### src/rtl/systolic_pq_head.sv
// Head controller of a systolic priority queue. It accepts insert and
// extract-min requests on alternate (even) cycles, keeps the occupancy count,
// and drives the registered entry pair (bo, ao) into systolic node 1.
//
// Handshake: a transfer happens on a rising edge where valid and ready are
// both high. ins_rdy and ext_valid are high only on even cycles, so every
// transfer lands on an even-cycle edge. A held request waits for the next even
// cycle. Neither ready nor valid is a registered promise; both are recomputed
// from the phase and the count every cycle.
module systolic_pq_head #(
    parameter int KW         = 8,
    parameter int VW         = 4,
    parameter int CAPACITY   = 4,
    parameter int REPLACE_EN = 1,
    localparam int W         = KW + VW,
    localparam int CW        = $clog2(CAPACITY + 1)
) (
    input  logic          clk,
    input  logic          rst_n,
    output logic          odd,
    output logic          even,
    input  logic          ins_valid,
    input  logic [W-1:0]  ins_data,
    output logic          ins_rdy,
    output logic          ext_valid,
    input  logic          ext_rdy,
    output logic [W-1:0]  ext_data,
    input  logic [W-1:0]  head_i,
    output logic [W-1:0]  bo,
    output logic [W-1:0]  ao,
    output logic [CW-1:0] count,
    output logic          full,
    output logic          empty
);

    localparam logic [W-1:0] PQINF    = '1;
    localparam logic [W-1:0] PQNEGINF = '0;

    logic          ins_fire;
    logic          ext_fire;
    logic [W-1:0]  bo_next;
    logic [W-1:0]  ao_next;
    logic [CW-1:0] count_next;

    assign even      = ~odd;
    assign full      = (count == CW'(CAPACITY));
    assign empty     = (count == '0);
    assign ext_valid = even & ~empty;
    assign ext_data  = head_i;
    assign ext_fire  = ext_valid & ext_rdy;
    assign ins_fire  = ins_valid & ins_rdy;

    // With replace enabled an insert may ride along with an extract; without
    // it an extract that is firing blocks the insert for this even cycle.
    generate
        if (REPLACE_EN != 0) begin : g_replace
            assign ins_rdy = even & ~full;
        end else begin : g_ext_priority
            assign ins_rdy = even & ~full & ~ext_fire;
        end
    endgenerate

    // Choose the entry pair for node 1 and the new occupancy from the fires.
    always_comb begin
        bo_next    = PQINF;
        ao_next    = PQNEGINF;
        count_next = count;
        unique case ({ins_fire, ext_fire})
            2'b11: begin
                bo_next = ins_data;
                ao_next = PQINF;
            end
            2'b10: begin
                bo_next    = ins_data;
                count_next = count + CW'(1);
            end
            2'b01: begin
                ao_next    = PQINF;
                count_next = count - CW'(1);
            end
            default: begin
                bo_next = PQINF;
            end
        endcase
    end

    // Phase flag: the first edge after reset is an even-cycle edge.
    always_ff @(posedge clk or negedge rst_n) begin
        if (!rst_n) begin
            odd <= 1'b0;
        end else begin
            odd <= ~odd;
        end
    end

    // Registered outputs into node 1 and the occupancy counter.
    always_ff @(posedge clk or negedge rst_n) begin
        if (!rst_n) begin
            bo    <= PQINF;
            ao    <= PQNEGINF;
            count <= '0;
        end else begin
            bo    <= bo_next;
            ao    <= ao_next;
            count <= count_next;
        end
    end

endmodule

### config.mk
export PLATFORM = sky130hd
export DESIGN_NAME = systolic_pq_head
export DESIGN_NICKNAME = d
export VERILOG_FILES = /design/src/rtl/systolic_pq_head.sv
export SDC_FILE = /design/constraint.sdc
export NUM_CORES = 1
export LEC_CHECK = 0
export CORE_ASPECT_RATIO = 1.25
export CORE_MARGIN = 10
export CORE_UTILIZATION = 34
export CTS_BUF_LIST = sky130_fd_sc_hd__clkbuf_4 sky130_fd_sc_hd__clkbuf_8 sky130_fd_sc_hd__clkbuf_16
export DETAILED_ROUTE_END_ITERATION = 7
export GPL_ROUTABILITY_DRIVEN = 0
export PLACE_DENSITY = 0.85
export RECOVER_POWER = 50
export SYNTH_ARGS = -nofsm -noshare
export SYNTH_HDL_FRONTEND = slang
export SYNTH_SLANG_ARGS = --single-unit
### constraint.sdc
create_clock -name clk -period 2.93 [get_ports clk]
set_clock_uncertainty 0.05 [all_clocks]
set_input_delay 0.293 -clock clk [delete_from_list [all_inputs] [get_ports clk]]
set_output_delay 0.293 -clock clk [all_outputs]
set_load 0.05 [all_outputs]
# Yosys cells after proc, flatten, opt, wreduce, memory -nomap -nowiden
# Index checks and enable logic that the tools add are counted.
[op_classes]
addsub = 2
n_eq_ne = 4
mux = 3
bitwise_logic = 7
reduce_logical = 4
[ops]
columns = ["op", "n"]
rows = [
  ["two-way mux 12 bit", 2],
  ["case mux 3 bit (2 select lines)", 1],
  ["bitwise AND 1 bit", 4],
  ["== test 2 bit (second input constant)", 2],
  ["OR reduction 2 bit", 2],
  ["adder 3 x 1 -> 3 bit (second input constant)", 1],
  ["== test 3 bit (second input constant)", 1],
  ["zero test 3 bit", 1],
  ["NOT 1 bit", 3],
  ["subtractor 3 x 1 -> 3 bit (second input constant)", 1],
  ["== test 2 x 1 -> 1 bit (second input constant)", 1],
  ["nonzero test 2 bit", 1],
]
[totals]
register_bits = 28
in_bits = 28
output_inout_bits = 45

# Logic depth before layout (Yosys ltp)
# Gate-level depths: netlist of the first run.
[logic_depth]
ltp_word = 7
mapped_depth = 9
mapped_depth_nobuf = 9

# Worst setup path after synthesis of the first run
# OpenSTA, ideal clock, no wires.
[synth_timing]
path_kind = "register to register"
start = "register count[2]"
end = "register count[2]"
setup_time_ns = 0.145
arrival_time_ns = 2.951
t_required_ns = 2.735
setup_slack_ns = -0.217
stages_incl_launch_ff = 9
path_buffers = 0
period_less_slack_ns = 3.147
path_cell_list = "dfrtp_1 > nor3_1 > nor3b_1 > ha_1 > inv_1 > fa_1 > xor2_1 > nor2_1 > xor2_1"
[synth_via]
elab_chain_len = 6
word_cells_on_any_way = 14
[synth_lines]
columns = ["element", "line_no", "text"]
rows = [
  ["from (decl)", "31", "output logic [CW-1:0] count,"],
  ["from (signal assigned)", "105", "count <= count_next;"],
  ["zero test 3 bit *", "47", "assign empty = (count == '0);"],
  ["named net empty", "33", "output logic empty"],
  ["NOT 1 bit *", "48", "assign ext_valid = even & ~empty;"],
  ["bitwise AND 1 bit *", "48", ""],
  ["bitwise AND 1 bit *", "50", "assign ext_fire = ext_valid & ext_rdy;"],
  ["== test 2 x 1 -> 1 bit / == test 2 bit (equally long branches)", "68", "unique case ({ins_fire, ext_fire})"],
  ["case mux 3 bit (2 select lines) / nonzero test 2 bit (equally long branches)", "-", ""],
]
# The timed path passes the listed nets; every way through them passes the cells marked *.
# A chain may end at the register's enable or synchronous reset.

# Worst setup path in the final report of the first run
[layout_timing]
start = "register count[2]"
end = "output empty"
[layout_via]
elab_chain_len = 1
[layout_lines]
columns = ["element", "line_no"]
rows = [
  ["zero test 3 bit", "47"],
  ["to (decl)", "33"],
]
# Every way passes these cells.

==> impl_metrics.ini, run 1 <==
[status]
status = complete, no violations

[clock_network]
clkLatencyLatePin_ns = 0.28
htree_levels = 1
clock-sinks = 17
path_clk_slew_ns = 0.10
cts_tree = built
cts_hold_buffers = 0
cts_resized = 0
cts_root_buffer = clkbuf_4
cts_buffer_depth = 2
cts_setup_buffers = 0
cts_buffers = 3

[final_layout]
diodes = 0
fill_cells = 232
layout-drive-gt1-share = 0.288
final-seq-area_sq_um = 440
nNetsFinal = 137
multi_input_area_sq_um = 231
area_growth_pct = 43.3
final_cells = 137

[power]
peakVddDrop_mv = 0.551
power.internal_mw = 0.574
power_density_nw_per_um2 = 924
pwr-share-clk = 0.114
leakagePower_nw = 0.490
sequentialPowerShare = 0.301
switchingPower_mw = 0.574
switching_share = 0.500
p_comb_frac = 0.585

[detailed_routing]
wire_per_inst_um = 14.4
drc = 0
via_per_inst = 3.97
vias = 544
wl_um = 1970
drtAntennaViolNets = 0
firstDrtPassIters = 4
drt-initial-drc-count = 4

[global_route]
grt_max_degree = 18
antenna_found_initial = 0
grtUsageTotal = 0.0783
grt_pass1_vias = 617
grt_overflow_total = 0
grt_first_pass_wirelength_um = 3160

[sta]
relSlewSlack = 0.486
fin_crit_ns = 2.38
worst_pin_slew_ns = 0.769
setup_viol = 0
maxSlewViolCount = 0
fmax_ghz = 0.420
grt_setup_unrepaired = false
hold_violations = 0
period_share = 0.813
fin_setup_tns_ns = 0

[yosys]
synthTopCellsByCount = buf_4, dfstp_2, or2_2
post_synth.cell_area_avg_sq_um = 11.4
synth_ff_type = dfstp_2
yosysTopAreaCell = dfstp_2
synthesis.nets = 108
ys_types = 17
synthArstFlopShare = 1.00
syn_inst = 76
ys_seq_elements = 17
synth_top_area_share = 0.364
yosysMostFrequentCell = buf_4
synth_warnings = 0
synth_edf_count = 0
synth.area.top_cells = dfstp_2, buf_4, dfrtp_1
syn_area_sq_um = 867
yosysSeqAreaShare = 0.508

[setup_path]
end_kind = primary output
r2r_start = count[0]$_DFFE_PN0P_
critPathLaunchType = register
crit_required_ns = 2.59
reg2reg_depth = 8
path_max_fanout = 4
worstReg2RegEnd = count[2]$_DFFE_PN0P_
critical_path_arrival_ns = 2.04
worstSetupPathType = register to primary output
r2r_setup_slack_ns = 0.81

[die]
start_util = 0.357
die_area_sq_um = 4980
io_pins = 73
rows = 20
core_sq_um = 2430
die_y_um = 76.5
fp.dieW_um = 65.2

[run]
maxCapViolCount = 0

[placement]
dp_cells = 133
io_buffers = 48
hpwl_um = 1650

[min_path]
hp-class = primary input to async pin
power by group through the flow:
stage | Clock [mW] | Combinational (mW) | Sequential [mW]
final | 0.130 | 0.672 | 0.346
after CTS | 0.137 | 0.695 | 0.353
after detailed placement | 0 | 0.691 | 0.356
after global routing | 0.146 | 0.704 | 0.355
after floorplan | 0 | 0.330 | 0.562
after global placement | 0 | 0.688 | 0.354
worst max-delay path: stages, from the launching register on:
cell             delay, ns
dfrtp_1               0.43
nor3_1                0.43
clkdlybuf4s50_1       0.90
logic make-up (layout without fill, tap and decap cells):
group	Yosys count	count (layout)	synth area share
buf+inv	29	57	0.225
simple gates	22	22	0.159
flops	17	17	0.508
fa+ha+maj	4	4	0.0664
xor+xnor	3	3	0.0303
mux	1	1	0.0115
worst max path at each step:
stage,cells past startpoint,start,endpoint,slack [ns]
final,2,count[2]$_DFFE_PN0P_,empty,0.55
after global routing,2,count[2]$_DFFE_PN0P_,empty,0.41
after CTS,2,count[2]$_DFFE_PN0P_,empty,0.65
after detailed placement,8,ext_rdy,count[2]$_DFFE_PN0P_,0.53
after global placement,8,ext_rdy,count[2]$_DFFE_PN0P_,0.66
after floorplan,8,count[2]$_DFFE_PN0P_,count[2]$_DFFE_PN0P_,0.32
per-stage QoR:
stage          power (mW)  worst slack [ns]  hold slack (ns)  area [sq um]  utilization
5_1_grt              1.20             0.411            0.503          1240        0.512
2_1_floorplan       0.891             0.320          -0.0526           872            -
4_1_cts              1.18             0.652            0.418          1250        0.514
3_5_place_dp         1.05             0.528            0.483          1220        0.502
3_3_place_gp         1.04             0.661            0.487          1220        0.502
6_report             1.15             0.548            0.472          1240        0.512
flip-flops by register name, summed over array words and instances, names as in the netlist:
name,flops
count,3
odd,1
ao,1
bo,12
cell usage in the layout, fill, tap and decap left out, types with 3 or more instances in the layout:
| cell type | netlist | routed |
|---|---|---|
| clkbuf_4 | 0 | 4 |
| clkdlybuf4s50_1 | 0 | 40 |
| dfrtp_1 | 5 | 5 |
| dfstp_2 | 12 | 12 |
| dlygate4sd3_1 | 0 | 8 |
| ha_1 | 3 | 3 |
| inv_1 | 4 | 4 |
| nor2_1 | 4 | 4 |
| nor3b_1 | 3 | 3 |
| or2_2 | 12 | 12 |
cell type report:
cell class              count  area share
well taps                  33      0.0332
repair buffers             48       0.387
clock buffers               4      0.0242
flip-flops and latches     17       0.354
multi-input cells          30       0.186
inverters                   5      0.0151
routing by layer:
layer | track usage | part of all wire | vias up
met1 | 0.0764 | 0.36 | 256
met3 | 0.0338 | 0.098 | 2
li1 | - | - | 263
met4 | 0.0172 | 0.0020 | 0
met2 | 0.145 | 0.53 | 23
met5 | 0 | 0 | -
Note: power is estimated with default switching activity, not from simulation.
==> run 2, diff against run 1 <==
--- a/config.mk
+++ b/config.mk
@@ -7,11 +7,11 @@
 export LEC_CHECK = 0
 export CORE_ASPECT_RATIO = 1.25
 export CORE_MARGIN = 10
-export CORE_UTILIZATION = 34
+export CORE_UTILIZATION = 28
 export CTS_BUF_LIST = sky130_fd_sc_hd__clkbuf_4 sky130_fd_sc_hd__clkbuf_8 sky130_fd_sc_hd__clkbuf_16
 export DETAILED_ROUTE_END_ITERATION = 7
 export GPL_ROUTABILITY_DRIVEN = 0
-export PLACE_DENSITY = 0.85
+export PLACE_DENSITY = 0.75
 export RECOVER_POWER = 50
 export SYNTH_ARGS = -nofsm -noshare
 export SYNTH_HDL_FRONTEND = slang
==> constraint.sdc (replaced) <==
create_clock -name clk -period 2 [get_ports clk]
set_clock_uncertainty 0.05 [all_clocks]
set_input_delay 0.2 -clock clk [delete_from_list [all_inputs] [get_ports clk]]
set_output_delay 0.2 -clock clk [all_outputs]
set_load 0.05 [all_outputs]
==> impl_metrics.ini, run 2 (synthesis gave the netlist of run 1 again) <==
[sta]
worst_pin_slew_ns = 0.751
fmax_ghz = 0.508
grt_setup_unrepaired = true
hold_violations = 0
setup_viol = 0
maxSlewViolCount = 0
holdWs_ns = 0.350
fin_crit_ns = 1.97
relSlewSlack = 0.498
period_share = 0.985

[die]
die_y_um = 82.2
core_sq_um = 2950
start_util = 0.294
io_pins = 73
die_area_sq_um = 5740
fp.dieW_um = 69.8
rows = 22

[setup_path]
crit_required_ns = 2.15
end_kind = register
critPathLaunchType = register
r2r_setup_slack_ns = 0.03
worstSetupPathType = register to register
path_max_fanout = 3
critical_path_arrival_ns = 2.12

[clock_network]
cts_buffers = 3
htree_levels = 1
cts_tree = built
clkLatencyLatePin_ns = 0.28
cts_root_buffer = clkbuf_4
cts_buffer_depth = 2
path_clk_slew_ns = 0.09
clock-sinks = 17

[detailed_routing]
drtAntennaViolNets = 0
firstDrtPassIters = 2
wire_per_inst_um = 14.5
via_per_inst = 4.14
wl_um = 2100
drt-initial-drc-count = 8
drc = 0
vias = 600

[final_layout]
nNetsFinal = 142
largest_reg_flops = 12
top_register = bo
layout-drive-gt1-share = 0.440
area_growth_pct = 51.5
final_common_cell = clkdlybuf4s50_1
final_cell_mix = clkdlybuf4s50_1, dfstp_2, or2_4, dlymetal6s2s_1, buf_4
fill_cells = 272
reg_top3 = bo x12, count x3
diodes = 0

[min_path]
hp-class = primary input to primary output

[global_route]
grt_overflow_total = 0
grt_first_pass_wirelength_um = 3280
grtUsageTotal = 0.0702
antenna_found_initial = 0
grt_pass1_vias = 665
grt_max_degree = 18

[power]
power_mw = 1.74
p_comb_frac = 0.586
peakVddDrop_mv = 0.886
leakagePower_nw = 0.595
switchingPower_mw = 0.873
power.internal_mw = 0.866
power_density_nw_per_um2 = 1320
switching_share = 0.502
sequentialPowerShare = 0.305
pwr-share-clk = 0.109

[run]
maxCapViolCount = 0

[placement]
io_buffers = 48

[status]
status = complete, no violations
## run 2: changes by cell type in the layout (fill, tap and decap cells not counted), moves of 3 or more
cell	previous run	this run
dfrtp_2	0	3
dlymetal6s2s_1	0	6
clkdlybuf4s50_1	40	33
or2_4	0	10
buf_4	0	6
or2_2	12	2
dfrtp_1	5	2
clkbuf_1	0	5
dlygate4sd3_1	8	1
## run 2: path summary, 6_finish.rpt
path	depth (start not counted)	start	end
worst max-delay path	7	count[1]$_DFFE_PN0P_	count[1]$_DFFE_PN0P_
worst max register to register	7	count[1]$_DFFE_PN0P_	count[1]$_DFFE_PN0P_
worst min-delay path	0	head_i[10]	ext_data[10]
max in group asynchronous	1	rst_n	count[2]$_DFFE_PN0P_
min in group asynchronous	1	rst_n	odd$_DFF_PN0_
worst min register to register	1	count[2]$_DFFE_PN0P_	count[2]$_DFFE_PN0P_
## run 2: power by group through the flow
stage | Clock [mW] | Combinational (mW) | Sequential (mW)
detailed placement | 0 | 1.02 | 0.542
floorplan | 0 | 0.489 | 0.843
global route | 0.218 | 1.06 | 0.541
CTS | 0.199 | 1.04 | 0.533
finish | 0.189 | 1.02 | 0.530
global placement | 0 | 1.00 | 0.539
## run 2: what timing repair did
action / in CTS / in global routing
hold buffers: 0 / 0
gates resized for setup: 1 / 11
endpoints found under the setup margin: 2 / 14
gates cloned: 0 / 0
buffers inserted: 1 / 2
hold endpoints to repair: 0 / 0
pin swaps: 0 / 3
## run 2: critical path, cell delays in order (launching register included)
cell     delay [ns]
dfrtp_2        0.42
inv_2          0.05
and3_4         0.18
or3b_1         0.37
ha_2           0.20
inv_2          0.05
fa_2           0.42
mux2i_1        0.14
## run 2: per-layer routing
layer / part of all wire / track usage / wire length, um / up-vias
met5: 0 / 0 / 0 / -
met4: 0.030 / 0.0336 / 63 / 0
met3: 0.13 / 0.0382 / 266 / 12
met2: 0.54 / 0.132 / 1130 / 32
met1: 0.31 / 0.0598 / 643 / 282
li1: - / - / - / 274
## run 2: stage by stage
| step | cells | setup TNS, ns | util | setup slack, ns | area, sq um |
|---|---|---|---|---|---|
| 6_report | 145 | 0 | 0.446 | 0.0298 | 1310 |
| 5_1_grt | 145 | -0.0806 | 0.446 | -0.0427 | 1310 |
| 4_1_cts | 143 | 0 | 0.446 | 0.000381 | 1310 |
| 3_5_place_dp | 138 | -0.106 | 0.433 | -0.106 | 1280 |
| 3_3_place_gp | 138 | 0 | 0.433 | 0.0145 | 1280 |
| 2_1_floorplan | 76 | -0.496 | - | -0.173 | 930 |
## run 2: layout make-up
| cell class | count | area [sq um] | area share |
|---|---|---|---|
| inverter | 5 | 18.8 | 0.0143 |
| tap | 36 | 45.0 | 0.0343 |
| clock buffer | 4 | 30.0 | 0.0229 |
| timing repair buffer | 53 | 493 | 0.375 |
| multi-input combinational | 30 | 283 | 0.215 |
| sequential | 17 | 444 | 0.338 |
